==> src/rtl/axi_wreq_chs.sv <==
// axi_wreq_chs: write-request channel of the MMU wrapper. Translates each AW burst by the segment base, forwards it, or sinks it.
// Latency: out_maw* valid two cycles from the AW handshake cycle (capture, then check/translate); W passthrough is zero latency.
// Backpressure: one burst in flight; out_maw* held until in_mawready; out_swready mirrors in_mwready while forwarding.
// Ports: in_saw*/out_sawready = upstream AW, in_sw*/out_swready = upstream W, out_maw*/in_mawready = memory AW,
//        out_mw*/in_mwready = memory W, in_seg_base/in_seg_size = segment, in_bfree/drop/out_awid/out_awuser = response side.
// Build option: define AXI_WREQ_SEG_CHECK_EN to enable the bounds check and the drop path; otherwise every burst is forwarded.
module axi_wreq_chs #(
  parameter int ADDR_WIDTH = 32,
  parameter int DATA_WIDTH = 64,
  parameter int ID_WIDTH   = 8,
  parameter int USER_WIDTH = 2
) (
  input  logic                    clk,
  input  logic                    reset,
  input  logic [ID_WIDTH-1:0]     in_sawid,
  input  logic [ADDR_WIDTH-1:0]   in_sawaddr,
  input  logic [7:0]              in_sawlen,
  input  logic [2:0]              in_sawsize,
  input  logic [USER_WIDTH-1:0]   in_sawuser,
  input  logic                    in_sawvalid,
  output logic                    out_sawready,
  input  logic [DATA_WIDTH-1:0]   in_swdata,
  input  logic [DATA_WIDTH/8-1:0] in_swstrb,
  input  logic                    in_swlast,
  input  logic                    in_swvalid,
  output logic                    out_swready,
  output logic [ID_WIDTH-1:0]     out_mawid,
  output logic [ADDR_WIDTH-1:0]   out_mawaddr,
  output logic [7:0]              out_mawlen,
  output logic [2:0]              out_mawsize,
  output logic [USER_WIDTH-1:0]   out_mawuser,
  output logic                    out_mawvalid,
  input  logic                    in_mawready,
  output logic [DATA_WIDTH-1:0]   out_mwdata,
  output logic [DATA_WIDTH/8-1:0] out_mwstrb,
  output logic                    out_mwlast,
  output logic                    out_mwvalid,
  input  logic                    in_mwready,
  input  logic [ADDR_WIDTH-1:0]   in_seg_base,
  input  logic [ADDR_WIDTH-1:0]   in_seg_size,
  input  logic                    in_bfree,
  output logic                    drop,
  output logic [ID_WIDTH-1:0]     out_awid,
  output logic [USER_WIDTH-1:0]   out_awuser
);

  typedef enum logic [2:0] {IDLE, CHECK, ISSUE, DATA, DROP, DRESP} state_t;

  state_t                  state;
  logic [ID_WIDTH-1:0]     aw_id;
  logic [ADDR_WIDTH-1:0]   aw_addr;
  logic [7:0]              aw_len;
  logic [2:0]              aw_size;
  logic [USER_WIDTH-1:0]   aw_user;
  logic                    sawready_q;

  logic                    pass;
  logic [ADDR_WIDTH-1:0]   paddr;

  // Translation wraps modulo 2^ADDR_WIDTH.
  assign paddr = aw_addr + in_seg_base;

`ifdef AXI_WREQ_SEG_CHECK_EN
  // One extra bit so addr + bytes cannot wrap and falsely pass.
  logic [ADDR_WIDTH:0] bytes;
  logic [ADDR_WIDTH:0] span;
  assign bytes = ({{(ADDR_WIDTH-7){1'b0}}, aw_len} + {{ADDR_WIDTH{1'b0}}, 1'b1}) << aw_size;
  assign span  = {1'b0, aw_addr} + bytes;
  assign pass  = (span <= {1'b0, in_seg_size});
  assign drop  = (state == DRESP) && in_bfree;
`else
  logic unused_seg_size;
  assign unused_seg_size = ^in_seg_size;
  assign pass = 1'b1;
  assign drop = 1'b0;
`endif

  always_ff @(posedge clk or posedge reset) begin
    if (reset) begin
      state        <= IDLE;
      sawready_q   <= 1'b0;
      aw_id        <= '0;
      aw_addr      <= '0;
      aw_len       <= '0;
      aw_size      <= '0;
      aw_user      <= '0;
      out_mawid    <= '0;
      out_mawaddr  <= '0;
      out_mawlen   <= '0;
      out_mawsize  <= '0;
      out_mawuser  <= '0;
      out_mawvalid <= 1'b0;
    end else begin
      case (state)
        IDLE: begin
          // Ready comes up one edge after reset release, then stays up in IDLE.
          if (!sawready_q) begin
            sawready_q <= 1'b1;
          end else if (in_sawvalid) begin
            aw_id      <= in_sawid;
            aw_addr    <= in_sawaddr;
            aw_len     <= in_sawlen;
            aw_size    <= in_sawsize;
            aw_user    <= in_sawuser;
            sawready_q <= 1'b0;
            state      <= CHECK;
          end
        end
        CHECK: begin
          if (pass) begin
            out_mawid    <= aw_id;
            out_mawaddr  <= paddr;
            out_mawlen   <= aw_len;
            out_mawsize  <= aw_size;
            out_mawuser  <= aw_user;
            out_mawvalid <= 1'b1;
            state        <= ISSUE;
          end else begin
            state <= DROP;
          end
        end
        ISSUE: begin
          if (in_mawready) begin
            out_mawvalid <= 1'b0;
            state        <= DATA;
          end
        end
        DATA: begin
          if (in_swvalid && in_mwready && in_swlast) begin
            sawready_q <= 1'b1;
            state      <= IDLE;
          end
        end
        DROP: begin
          if (in_swvalid && in_swlast) state <= DRESP;
        end
        DRESP: begin
          if (in_bfree) begin
            sawready_q <= 1'b1;
            state      <= IDLE;
          end
        end
        default: state <= IDLE;
      endcase
    end
  end

  assign out_sawready = sawready_q;
  assign out_awid     = aw_id;
  assign out_awuser   = aw_user;

  // W path: forwarded only while DATA; sunk unconditionally in DROP.
  assign out_swready = (state == DATA) ? in_mwready : (state == DROP);
  assign out_mwvalid = (state == DATA) && in_swvalid;
  assign out_mwdata  = (state == DATA) ? in_swdata : '0;
  assign out_mwstrb  = (state == DATA) ? in_swstrb : '0;
  assign out_mwlast  = (state == DATA) && in_swlast;

endmodule
==> config.mk <==
export PLATFORM = sky130hd
export DESIGN_NAME = axi_wreq_chs
export DESIGN_NICKNAME = d
export VERILOG_FILES = /design/src/rtl/axi_wreq_chs.sv
export SDC_FILE = /design/constraint.sdc
export NUM_CORES = 1
export LEC_CHECK = 0
export CAP_MARGIN = 25
export CORE_MARGIN = 5
export CORE_UTILIZATION = 30
export CTS_CLUSTER_DIAMETER = 100
export CTS_CLUSTER_SIZE = 8
export DETAILED_ROUTE_END_ITERATION = 12
export PLACE_DENSITY_LB_ADDON = 0.12
export SLEW_MARGIN = 20
export SYNTH_ARGS = -nofsm -noshare
export SYNTH_HDL_FRONTEND = slang
export SYNTH_SLANG_ARGS = --single-unit
==> constraint.sdc <==
create_clock -name clk -period 3.82 [get_ports clk]
set_input_delay 0.573 -clock clk [delete_from_list [all_inputs] [get_ports clk]]
set_output_delay 0.573 -clock clk [all_outputs]
set_load 0.03 [all_outputs]
## Word-level counts from Yosys, hierarchy flattened

Cells that the tools add are included.

- Input port bits: 197
- Register bits: 111
- Word-level logic and storage cells: 54

- Reduce and logical (&&, ||, !) cells: 12
- Equality and inequality tests: 11
- Add/sub/neg operators: 1
- Muxes and demuxes: 17

Operators by type and width:

| cell | count |
|---|---|
| $mux W64 | 1 |
| $add A32 B32 Y32 | 1 |
| $mux W3 | 6 |
| $pmux W3 S6 | 1 |
| $ne A2 B2 Y1 const B | 6 |
| $mux W8 | 1 |
| $eq A3 B2 Y1 const B | 2 |
| $eq A3 B3 Y1 const B | 2 |
| $mux W1 | 6 |
| $reduce_and A3 Y1 | 2 |
| $reduce_and A6 Y1 | 1 |
| $logic_and A1 B1 Y1 | 5 |
| $eq A3 B1 Y1 const B | 1 |
| $logic_not A3 Y1 | 1 |
| $pmux W1 S3 | 1 |
| $reduce_bool A3 Y1 | 1 |
| $pmux W1 S2 | 1 |
| $reduce_and A2 Y1 | 1 |
| $reduce_bool A2 Y1 | 1 |

## Logic depth before layout (Yosys ltp)

Gate-level depths: netlist (run 1).

- Depth in word-level cells: 4
- Depth in mapped cells: 9

## Worst setup path after synthesis (run 1)

OpenSTA, ideal clock, no wires.

- Path type: input-to-reg
- Start point: input in_seg_base[0]
- End point: register out_mawaddr[18]
- Stages on the path: 9
- Data required time: 3.691 ns
- Path buffers: 0
- Arrival: 2.703 ns
- Setup slack: 0.988 ns
- Setup time: 0.129 ns
- Cells stage by stage: ha_1 > fa_1 > a21o_1 > a221o_2 > a2111oi_2 > o21ai_2 > a41oi_2 > xor2_1 > o21ai_1

- Longest elaborated chain between the ends: 1

RTL lines:

| element | RTL line | source |
|---|---|---|
| start: declaration | 39 | `input logic [ADDR_WIDTH-1:0] in_seg_base,` |
| $add A32 B32 Y32 | 61 | `assign paddr = aw_addr + in_seg_base;` |
| end signal: assignment | 112 | `out_mawaddr <= paddr;` |
| end: declaration | 28 | `output logic [ADDR_WIDTH-1:0] out_mawaddr,` |

Every way passes these cells.
A chain may end at the register's enable or synchronous reset.

## Final worst setup path (run 1)

- Start point: input in_seg_base[0]
- End point: register out_mawaddr[26]

Same word-level chain as after synthesis.

==> impl_metrics.json, run 1 <==
{
  "crit_path_max_fanout": 5,
  "drt_iter0_drc": 314,
  "max_slew_margin_pct": 50.5,
  "dp_cells": 1223,
  "dp_hpwl_um": 17100,
  "syn_avg_cell_area_um2": 9.50,
  "io_pins": 338,
  "yosys-top-cells-area": "dfrtp_1 (43%), mux2_2 (9.4%), and3_1 (7.5%), nand2_1 (7.2%), ha_1 (6.0%)",
  "drc": 0,
  "final-setup-viol-count": 0,
  "ir_drop_mv": 0.292,
  "min_path_type": "reg2reg",
  "grt_pass1_wl_um": 32800,
  "clk_pin_slew_worst_paths_ns": 0.08,
  "worstPathRequired_ns": 4.04,
  "route.vias.total": 6031,
  "numCtsBuffers": 9,
  "synth-edff-count": 0,
  "final_cells": 1239,
  "cts_htree_levels": 3,
  "first_pass_iters": 4,
  "worstSetupPathType": "in2reg",
  "cap_violations": 0,
  "postSynthCellCount": 683,
  "tns_ns": 0,
  "grt_pass1_vias": 6019,
  "worst_pin_slew_ns": 0.741,
  "synth.most_common_cell": "nand2_1",
  "period_share_pct": 84.4,
  "wirelength_um": 21800,
  "viasPerCell": 4.87,
  "finalMaxSlewViolations": 0,
  "portBuffers": 304,
  "nets": 1188,
  "gp_congestion": 0.782,
  "synth_top_area_share_pct": 42.8,
  "cp-end-kind": "register",
  "wl_per_cell_um": 17.6,
  "seq_area_frac_synth_pct": 42.8,
  "clock_path_buffers": 2,
  "area_delta_synth_final_pct": 55.6,
  "dieHeight_um": 157,
  "postRouteAntennaNets": 0,
  "rsz0062_at_grt": "no",
  "die_width_um": 157,
  "status": "completed",
  "ys_ff_latch": 111,
  "track_usage_pct": 17.0,
  "initial_core_util_pct": 30.7,
  "grt_max_degree": 69,
  "antenna_found_initial": 0,
  "layout-drive-gt1-share_pct": 9.96,
  "insertion_delay_ns": 0.36,
  "power.density_nw_per_um2": 843,
  "leakagePower_nw": 4.51,
  "core.rowCount": 53,
  "finalPower_mw": 8.51,
  "core_um2": 21200,
  "final_hold_viol_count": 0,
  "synthTopCellsByCount": "nand2_1 (125), dfrtp_1 (111), and3_1 (78)",
  "cts_hold_buf": 0,
  "cts_tree": "done",
  "synth_ff_type": "dfrtp_1",
  "cts_setup_buffers": 0,
  "period_minus_slack_ns": 3.22,
  "synth_nets": 912,
  "synth_cell_type_count": 66,
  "clock_skew_ns": 0.00845,
  "antenna_cells": 0,
  "fin_ws_ns": 0.598,
  "syn-cell-area_um2": 6490,
  "clock.fmax_ghz": 0.310,
  "synthArstFlopShare_pct": 100,
  "ys_warn_count": 0,
  "cp.arrival_ns": 3.44,
  "cts-resized-gates": 0,
  "die-area_um2": 24700,
  "root_buffer": "clkbuf_16",
  "grt_overflow": 0,
  "pre_cts_slack_ns": 0.208,
  "synth_top_cell_by_area": "dfrtp_1",
  "crit_path_start_kind": "input pin",
  "cts.sinks": 111
}
placed cells by master, fill, tap and decap left out, types with 3 or more instances in the layout:
master,n
xnor2_1,11
a211oi_1,8
o21bai_1,8
a211o_1,4
a21oi_1,38
dfrtp_1,111
buf_12,3
nand4_1,5
and2_1,6
buf_4,3
clkbuf_16,9
nand2_1,123
ha_1,31
o21ai_0,32
nor3_1,4
o211ai_1,3
xor2_1,14
o21ai_1,4
mux2_2,54
clkdlybuf4s50_1,304
nor2_1,20
o21a_1,7
inv_8,3
and3_1,78
nand3_1,9
a21o_1,12
o22ai_1,3
inv_1,5
worst max-delay path, cell delays in order:
cell and delay (ns):
clkdlybuf4s50_1 0.40, ha_1 0.25, fa_1 0.42, a21o_1 0.21
a221o_2 0.41, a41o_1 0.29, o31ai_2 0.38, o211a_1 0.28
xor2_1 0.16, o21ai_1 0.07
cell families after synthesis:
kind of cell               after synthesis  share of synthesized area (%)
and+or+nand+nor                        260                           19.4
AOI/OAI and AO/OA                      148                           15.5
DFF                                    111                           42.8
muxes                                   55                           9.53
buffers and inverters                   51                           3.09
adders and majority gates               32                           6.29
xor gates and xnor gates                25                           3.38
other                                    1                         0.0578
metal layers:
metal | global-route usage [%] | vias up | part of all wire [%]
met5 | 0 | - | 0
met1 | 19.8 | 2816 | 40
met3 | 4.92 | 25 | 7.5
li1 | - | 2982 | -
met4 | 6.47 | 0 | 2.7
met2 | 29.6 | 208 | 50
stage by stage:
stage	cell area, µm²	utilization (%)	hold WS (ns)
final	10100	47.7	0.465
after global routing	10100	47.7	0.493
after CTS	10100	47.7	0.473
after detailed placement	9790	46.3	0.450
after global placement	9790	46.3	0.444
after floorplan	6490	-	0.433
state kept, by name (all words and copies together), names as in the netlist, 8 cells and up:
signal	count
out_mawid	8
out_mawlen	8
aw_len	8
aw_addr	32
out_awid	8
out_mawaddr	32
worst paths after layout:
kind	from	to	slack (ns)	cells after the start
max in group asynchronous	reset	out_mawaddr[15]	2.38	3
min in group asynchronous	reset	out_awuser[0]	0.63	2
max reg2reg	aw_addr[0]	out_mawaddr[26]	0.86	9
min	aw_len[0]	out_mawlen[0]	0.46	2
min reg2reg	aw_len[0]	out_mawlen[0]	0.46	2
max	in_seg_base[0]	out_mawaddr[26]	0.60	10
final cells by class:
cell class	count	area [µm²]
fill	2063	11100
timing repair buffer	310	3130
multi-input combinational	521	3520
sequential	111	2780
inverter	6	25.0
clock inverter	7	76.3
clock buffer	9	225
tap	275	344
power breakdown:
part	leakage, nW	switching, mW	internal [mW]	total [mW]
combinational	3.02	3.11	2.33	5.44
clock	0.149	0.497	0.468	0.966
sequential	1.34	0.343	1.76	2.10
Note: power is estimated with default switching activity, not from simulation.
==> inputs of run 2 (changes only) <==
- clock period: 3.82 -> 2.79 ns (I/O delays scaled with it)
==> impl_metrics.json, run 2 (synthesis gave the netlist of run 1 again) <==
{
  "status": "finished, violations left",
  "violations": "setup timing",
  "clock.fmax_ghz": 0.355,
  "clock_skew_ns": 0.0121,
  "placed_area_um2": 10500,
  "crit_path_max_fanout": 4,
  "insertion_delay_ns": 0.37,
  "cts.sinks": 111,
  "core_um2": 21200,
  "reg2reg_from": "aw_addr[0]",
  "power.density_nw_per_um2": 1160,
  "fin_area_um2": 10800,
  "period_share_pct": 101,
  "antenna_cells": 0,
  "gp_congestion": 0.800,
  "worstSetupPathType": "reg2reg",
  "r2r_cells": 10,
  "die_width_um": 157,
  "track_usage_pct": 18.1,
  "max_slew_margin_pct": 61.8,
  "root_buffer": "clkbuf_16",
  "first_pass_iters": 4,
  "crit_path_start_kind": "register",
  "rsz0062_at_grt": "yes",
  "die-area_um2": 24700,
  "layout-drive-gt1-share_pct": 18.2,
  "dp_cells": 1283,
  "final-setup-viol-count": 1,
  "route.vias.total": 6305,
  "wl_per_cell_um": 17.7,
  "dieHeight_um": 157,
  "final_cell_mix": "clkdlybuf4s50_1 (277), nand2_1 (123), dfrtp_1 (111)",
  "cts_hold_buf": 0,
  "final_cells": 1301,
  "fin_ws_ns": -0.0299,
  "cts_htree_levels": 3,
  "rrSetupSlack_ns": -0.03,
  "antenna_found_initial": 0,
  "grt_pass1_vias": 6394,
  "min_path_type": "in2reg",
  "worstPathRequired_ns": 3.03,
  "cap_violations": 0,
  "top_regs": "aw_addr: 32 flops, out_mawaddr: 32 flops",
  "finalMaxSlewViolations": 0,
  "viasPerCell": 4.85,
  "numCtsBuffers": 9,
  "dp_hpwl_um": 18600,
  "io_pins": 338,
  "leakagePower_nw": 4.92,
  "drc": 0,
  "portBuffers": 304,
  "nets": 1250,
  "clk_pin_slew_worst_paths_ns": 0.08,
  "final_common_cell": "clkdlybuf4s50_1",
  "core.rowCount": 53,
  "grt_pass1_wl_um": 34900,
  "postRouteAntennaNets": 0,
  "period_minus_slack_ns": 2.82,
  "final_hold_viol_count": 0,
  "ir_drop_mv": 0.457,
  "area_delta_synth_final_pct": 66.9,
  "wirelength_um": 23100,
  "endpoint": "out_mawaddr[24]",
  "cp-end-kind": "register",
  "clock_path_buffers": 2,
  "cts_tree": "done",
  "grt_overflow": 0,
  "worst_pin_slew_ns": 0.568,
  "grt_max_degree": 82,
  "drt_iter0_drc": 214,
  "reg2reg_to": "out_mawaddr[24]",
  "initial_core_util_pct": 30.7,
  "cp.arrival_ns": 3.06,
  "crit_start": "aw_addr[0]"
}
[run 2: routing by layer]
metal	global-route usage, %	vias to the layer above	routed length, µm
met5	0	-	0
met4	6.35	0	586
met3	5.17	23	1780
met2	33.0	225	12000
met1	20.1	2950	8710
li1	-	3107	-
[run 2: metrics by stage]
| step | util, % | setup TNS (ns) | setup slack, ns | hold WS (ns) | total power, mW |
|---|---|---|---|---|---|
| 3_3_place_gp | 49.4 | -3.78 | -0.463 | 0.442 | 11.2 |
| 2_1_floorplan | - | 0 | 0.113 | 0.433 | 7.73 |
| 6_report | 51.2 | -0.0299 | -0.0299 | 0.411 | 12.6 |
| 4_1_cts | 51.0 | 0 | 0.000713 | 0.467 | 12.7 |
| 3_5_place_dp | 49.4 | -4.16 | -0.519 | 0.446 | 11.2 |
| 5_1_grt | 51.2 | -0.367 | -0.121 | 0.418 | 13.5 |
[run 2: repair_timing]
action,CTS,global route
setup buffers,0,2
pin swaps,5,7
setup endpoints to repair,4,8
gates resized for setup,2,6
[run 2: worst min path at each step]
stage	start	cells after the start	slack [ns]	to
floorplan	aw_len[0]	2	0.43	out_mawlen[0]
global placement	aw_size[2]	2	0.44	out_mawsize[2]
detailed placement	aw_len[3]	2	0.45	out_mawlen[3]
CTS	reset	2	0.47	aw_addr[23]
global route	in_seg_base[0]	4	0.42	out_mawaddr[0]
finish	in_seg_base[0]	4	0.41	out_mawaddr[0]
[run 2: power breakdown]
| group | internal (mW) | total, mW | leakage (nW) | switching, mW |
|---|---|---|---|---|
| Combinational | 3.84 | 8.36 | 3.43 | 4.52 |
| Sequential | 2.41 | 2.88 | 1.34 | 0.468 |
| Clock | 0.655 | 1.36 | 0.153 | 0.709 |
[run 2: worst max-delay path, cell delays in order, from the launching register on]
cell and delay [ns]:
dfrtp_1 0.39, ha_2 0.20, fa_2 0.35, a21o_1 0.20, a221o_2 0.44, a2111oi_4 0.42
a211oi_4 0.11, o221ai_2 0.22, buf_4 0.16, xor2_1 0.13, o21ai_1 0.07
[run 2: final cells by class]
| type | count | area (µm²) |
|---|---|---|
| Multi-Input combinational cell | 521 | 3560 |
| Clock buffer | 9 | 225 |
| Timing Repair Buffer | 372 | 3800 |
| Tap cell | 275 | 344 |
| Clock inverter | 7 | 88.8 |
| Sequential cell | 111 | 2780 |
| Inverter | 6 | 26.3 |
| Fill cell | 1979 | 10300 |
